<file path="src/rtl/fetch_sequencer_pkg.sv">
// ============================================================================
// fetch_sequencer_pkg : shared widths, reset PC and FSM encoding
// Revision 1.0
// ============================================================================
`default_nettype none

package fetch_sequencer_pkg;

  localparam int INSTR_W = 8;
  localparam int ADDR_W  = 8;
  localparam int CNT_W   = 16;

  // Location 0 is reserved, so execution begins at 1.
  localparam logic [ADDR_W-1:0] RESET_PC_DEFAULT = 8'd1;

  typedef enum logic [1:0] {
    IDLE  = 2'd0,
    ISSUE = 2'd1,
    WAIT  = 2'd2,
    HOLD  = 2'd3
  } state_t;

endpackage

`default_nettype wire

</file>
<file path="src/rtl/fetch_sequencer.sv">
// ============================================================================
// fetch_sequencer : PC owner, memory latency wait and valid/ready delivery
// Revision 1.0
// ============================================================================
`default_nettype none

module fetch_sequencer
  import fetch_sequencer_pkg::*;
#(
  parameter logic [ADDR_W-1:0] RESET_PC    = RESET_PC_DEFAULT,
  parameter int                MEM_LATENCY = 1
) (
  input  logic               clock,
  input  logic               reset,
  input  logic               run,
  input  logic               step,
  input  logic               redirect_valid,
  input  logic [ADDR_W-1:0]  redirect_addr,
  input  logic [INSTR_W-1:0] instr_in,
  output logic [ADDR_W-1:0]  pccounter,
  output logic [INSTR_W-1:0] instr_out,
  output logic [ADDR_W-1:0]  instr_pc,
  output logic               instr_valid,
  input  logic               instr_ready,
  output logic               idle,
  output logic [CNT_W-1:0]   fetch_count
);

  localparam logic [1:0] c_wait_init = 2'(MEM_LATENCY - 1);

  state_t             r_state, w_state_nxt;
  logic [ADDR_W-1:0]  r_pc, w_pc_nxt;
  logic [1:0]         r_wait, w_wait_nxt;
  logic               r_single, w_single_nxt;
  logic [INSTR_W-1:0] r_instr, w_instr_nxt;
  logic [ADDR_W-1:0]  r_ipc, w_ipc_nxt;
  logic               r_valid, w_valid_nxt;
  logic [CNT_W-1:0]   r_count, w_count_nxt;
  logic               r_idle;

  always_ff @(posedge clock or posedge reset) begin
    if (reset) begin
      r_state  <= IDLE;
      r_pc     <= RESET_PC;
      r_wait   <= 2'd0;
      r_single <= 1'b0;
      r_instr  <= '0;
      r_ipc    <= '0;
      r_valid  <= 1'b0;
      r_count  <= '0;
      r_idle   <= 1'b1;
    end else begin
      r_state  <= w_state_nxt;
      r_pc     <= w_pc_nxt;
      r_wait   <= w_wait_nxt;
      r_single <= w_single_nxt;
      r_instr  <= w_instr_nxt;
      r_ipc    <= w_ipc_nxt;
      r_valid  <= w_valid_nxt;
      r_count  <= w_count_nxt;
      r_idle   <= (w_state_nxt == IDLE);
    end
  end

  always_comb begin
    w_state_nxt  = r_state;
    w_pc_nxt     = r_pc;
    w_wait_nxt   = r_wait;
    w_single_nxt = r_single;
    w_instr_nxt  = r_instr;
    w_ipc_nxt    = r_ipc;
    w_valid_nxt  = r_valid;
    w_count_nxt  = r_count;

    case (r_state)
      IDLE: begin
        if (run || step) begin
          w_state_nxt  = ISSUE;
          w_single_nxt = step & ~run;
        end
      end
      ISSUE: begin
        w_state_nxt = WAIT;
        w_wait_nxt  = c_wait_init;
      end
      WAIT: begin
        if (r_wait == 2'd0) begin
          w_instr_nxt = instr_in;
          w_ipc_nxt   = r_pc;
          w_valid_nxt = 1'b1;
          w_state_nxt = HOLD;
        end else begin
          w_wait_nxt = r_wait - 2'd1;
        end
      end
      HOLD: begin
        if (instr_ready) begin
          w_valid_nxt = 1'b0;
          w_count_nxt = r_count + 1'b1;
          w_pc_nxt    = r_pc + 1'b1;
          if (run && !r_single) begin
            w_state_nxt = ISSUE;
          end else begin
            w_state_nxt  = IDLE;
            w_single_nxt = 1'b0;
          end
        end
      end
      default: w_state_nxt = IDLE;
    endcase

    // Redirect overrides everything except a handshake already counted above.
    if (redirect_valid) begin
      w_pc_nxt    = redirect_addr;
      w_valid_nxt = 1'b0;
      w_instr_nxt = r_instr;
      w_ipc_nxt   = r_ipc;
      if (r_state != IDLE) begin
        w_state_nxt = ISSUE;
      end
    end
  end

  assign pccounter   = r_pc;
  assign instr_out   = r_instr;
  assign instr_pc    = r_ipc;
  assign instr_valid = r_valid;
  assign idle        = r_idle;
  assign fetch_count = r_count;

endmodule

`default_nettype wire
</file>
<file path="config.mk">
export PLATFORM = sky130hd
export DESIGN_NAME = fetch_sequencer
export DESIGN_NICKNAME = d
export VERILOG_FILES = /design/src/rtl/fetch_sequencer_pkg.sv /design/src/rtl/fetch_sequencer.sv
export SDC_FILE = /design/constraint.sdc
export NUM_CORES = 1
export LEC_CHECK = 0
export BUFFER_PORTS_ARGS = -buffer_cell sky130_fd_sc_hd__buf_2
export CAP_MARGIN = 20
export CORE_MARGIN = 4
export CORE_UTILIZATION = 35
export CTS_CLUSTER_SIZE = 16
export DETAILED_ROUTE_END_ITERATION = 12
export PLACE_DENSITY = 0.58
export SLEW_MARGIN = 20
export SYNTH_ARGS = -nofsm -noshare
export SYNTH_HDL_FRONTEND = slang
export SYNTH_SLANG_ARGS = --single-unit
</file>
<file path="constraint.sdc">
create_clock -name clock -period 2.5 [get_ports clock]
set_clock_uncertainty 0.2 [all_clocks]
set_input_delay 0.5 -clock clock [delete_from_list [all_inputs] [get_ports clock]]
set_output_delay 0.5 -clock clock [all_outputs]
set_load 0.005 [all_outputs]
</file>
==> reports/results.txt <==
Setup total negative slack on the finished layout was measured at 0 ps. The logs give 182 for the number of cells produced by synthesis and 17 for the violation count after the first detailed-route iteration. Along the worst path, the maximum fanout reaches 12. The largest single stage delay on the critical path is 630 ps.

Counting flops and latches in the post-synthesis netlist gives 47. In the synthesized netlist the dominant register cell turns out to be dfrtp_1. The routed design has 4230 um of wire.

The fraction of final layout cells sized beyond drive strength 1 came out at 0.3614. The register area share after synthesis came out at 0.5502. The tools report the number of antenna-violating nets in the routed design as 0. The logs give 0 for the number of cells upsized or downsized after cts and 64 for the number of placed I/O pins.

The logs give 300 ps for the clock latency at the later pin of the worst-skew pair and 5 for the CTS buffer count. For this run, design rule violations remaining after detail routing come to 0. Reported leakage power: 1.291 nW. Routability-driven placement finished with a final weighted congestion of 0.7513.

STA classifies the critical path endpoint as a register. No sink is reached through more buffers than the 2 on the longest clock path. Buffers placed on the I/O ports in this run total 63. Leaving out fill and tap cells, the most frequent cell in the layout is buf_2.

Unique cell type count in the Yosys netlist: 36. The number of global-route vias before repair was 1,499. STA classifies the critical path startpoint as a register. The maximum vdd drop was 0.3476 mV. The worst setup path is of the register to register kind.

Relative to the synthesized area, the layout overhead comes to 24.01%. The root buffer cell is clkbuf_8. Global-route usage over all layers: 0.1170. The total overflow left after global routing is 0. After synthesis, the mean cell area works out to 11.77 sq um. The count of final max-slew check failures was 0; the count of cells along the worst register-to-register path was 4.

Summed over all nets, the half-perimeter wirelength after detailed placement is 3171 um. The first global-routing pass estimated 6934 um of wire. For the starting density of the core, the log shows 0.3618.

The logs give 1990 ps for the data arrival at the endpoint of the critical path and 2 for the number of H-tree levels. TritonCTS built the clock tree. The tools report the final instance area as 0.002656 sq mm. In this run the post-CTS setup repair buffer count came out at 0. The number of failing hold endpoints at the final stage was 0. The tools report the total of endpoints with negative setup slack in the final report as 0.

The async set or reset register ratio after synthesis came out at 1.000. The pre-CTS setup slack is 548.1 ps, and the horizontal die dimension is 86.23 um. Row generation in the floorplan step produced 28 rows. STA puts the critical path data required time at 2530 ps. Across the run, the number of max-cap violations was 0. The clock transition at the register clock pins on the worst setup and hold paths after CTS came out at 90 ps.

The time the final worst path needs with I/O delays and setup works out to 1959 ps. The logs give 4 for the length of the first detailed-routing pass in iterations and 24 for the pin count of the biggest net entering global routing. The die covers 0.007436 sq mm. The routed wirelength normalized by instance count was 13.06 um. Detailed-route vias per instance: 4.762. In the final design database the tool counted 273 nets.

The total nets after synthesis is 207. Setup repair after global routing left no endpoint under its margin. The run finished with clean final reports. In this run, synthesis inferred 0 flip-flops with an integrated enable. The total area inside the core boundary comes to 0.005921 sq mm. The share of the clock period used by the worst path after layout is 0.7837, and the final worst setup slack is 540.7 ps.

For this design, the CTS-stage hold fixing added 0 buffers. The worst hold path class is primary input to asynchronous set/reset pin. For the pin with the worst max-slew slack, the measured transition is 473.1 ps. The slowest stage of the critical path belongs to the cell dfrtp_1.

The clock net in this run drives a total of 47 sinks. Worst-case headroom to the max-slew limit: 0.6841. During synthesis, Yosys emitted a total of 0 warnings.

Power spread over the standard cell area amounts to 851.7 mW/mm^2. Number of antenna cells inserted: 0. The maximum clock frequency came out at 0.5104 GHz.

The signal on the critical path passes through and3_4, and3_1, and4_1, xor2_1. The library cells used most frequently in the layout, excluding fill and tap cells, are buf_2, dfrtp_1, nand2_1, xnor2_1. Summing all placed instances gives a cell area of 0.002520 sq mm. The run gives 0 as the number of antenna violations at the first check in global routing. The y dimension of the die was 86.23 um; the summed instance area of the synthesized netlist was 0.002142 sq mm.

The final route contains 1,543 vias.
## cell type report
cell class	count	area (sq um)
multi-input combinational	123	890.9
tap	75	93.84
timing repair buffer	66	337.8
fill	587	3264
clock buffer	5	68.82
clock inverter	3	67.56
sequential	47	1179
inverter	5	18.77
## flip-flops by register name, summed over array words and instances, names as in the netlist
| signal | count |
|---|---|
| pccounter | 8 |
| r_wait | 2 |
| instr_pc | 8 |
| r_state | 2 |
| fetch_count | 16 |
| r_single | 1 |
| instr_out | 8 |
| idle | 1 |
| instr_valid | 1 |
## synthesized netlist by cell type, types with 3 or more instances
| cell type | count | area (sq um) |
|---|---|---|
| nor3_1 | 7 | 35.03 |
| nand3_1 | 4 | 20.02 |
| o21ai_0 | 4 | 20.02 |
| xnor2_1 | 15 | 131.4 |
| inv_1 | 5 | 18.77 |
| and3_1 | 3 | 18.77 |
| dfrtp_1 | 45 | 1126 |
| o21ai_1 | 5 | 25.02 |
| xor2_1 | 7 | 61.31 |
| ha_1 | 3 | 37.54 |
| a21oi_1 | 5 | 25.02 |
| mux2_1 | 10 | 112.6 |
| mux2_2 | 7 | 78.83 |
| nor2_1 | 10 | 37.54 |
| nand2_1 | 23 | 86.33 |
## worst paths after layout
path / to / slack [ps] / startpoint
worst max-delay path: fetch_count[7] / 540 / r_state[0]
worst min-delay path: instr_out[7] / 6 / reset
worst max register to register: fetch_count[7] / 540 / r_state[0]
worst min register to register: fetch_count[15] / 280 / fetch_count[15]
max in group asynchronous: idle / 1480 / reset
min in group clock: pccounter[4] / 210 / redirect_addr[4]
## worst max-delay path, delay by kind of cell, from the launching register on
| kind | cells | cell delay (ps) |
|---|---|---|
| xor+xnor | 1 | 150 |
| flops | 1 | 630 |
| simple gates | 3 | 910 |
## report_power, final
part           switching [mW]  internal (mW)
sequential              0.154          0.952
clock                   0.260          0.399
combinational           0.214          0.283
## through the flow
stage	power [mW]	hold slack, ps	utilization	instances
global route	2.399	50.66	0.4486	324
global placement	1.616	263.0	0.4256	316
finish	2.262	5.505	0.4486	324
detailed placement	1.633	269.3	0.4256	316
floorplan	1.378	268.2	-	182
CTS	2.301	20.18	0.4486	324
## cells by family (layout without fill, tap and decap cells)
kind of cell	count (synthesis)	after routing	share of synthesized area
buffers and inverters	12	79	0.03387
AO/OA/AOI/OAI	19	19	0.04907
multiplexers	18	18	0.09405
AND/OR/NAND/NOR	61	61	0.1653
flip-flops	47	47	0.5502
adder cells (fa/ha/maj)	3	3	0.01753
XOR/XNOR	22	22	0.08996
## routing by layer
metal | routed length (um) | track usage | vias to the layer above | share of wire
li1 | - | - | 758 | -
met1 | 2027 | 0.1560 | 728 | 0.48
met2 | 1853 | 0.1850 | 53 | 0.44
met3 | 312 | 0.03517 | 4 | 0.074
met4 | 37 | 0.03399 | 0 | 0.0087
met5 | 0 | 0 | - | 0
Power figures use the tool's default switching activity.
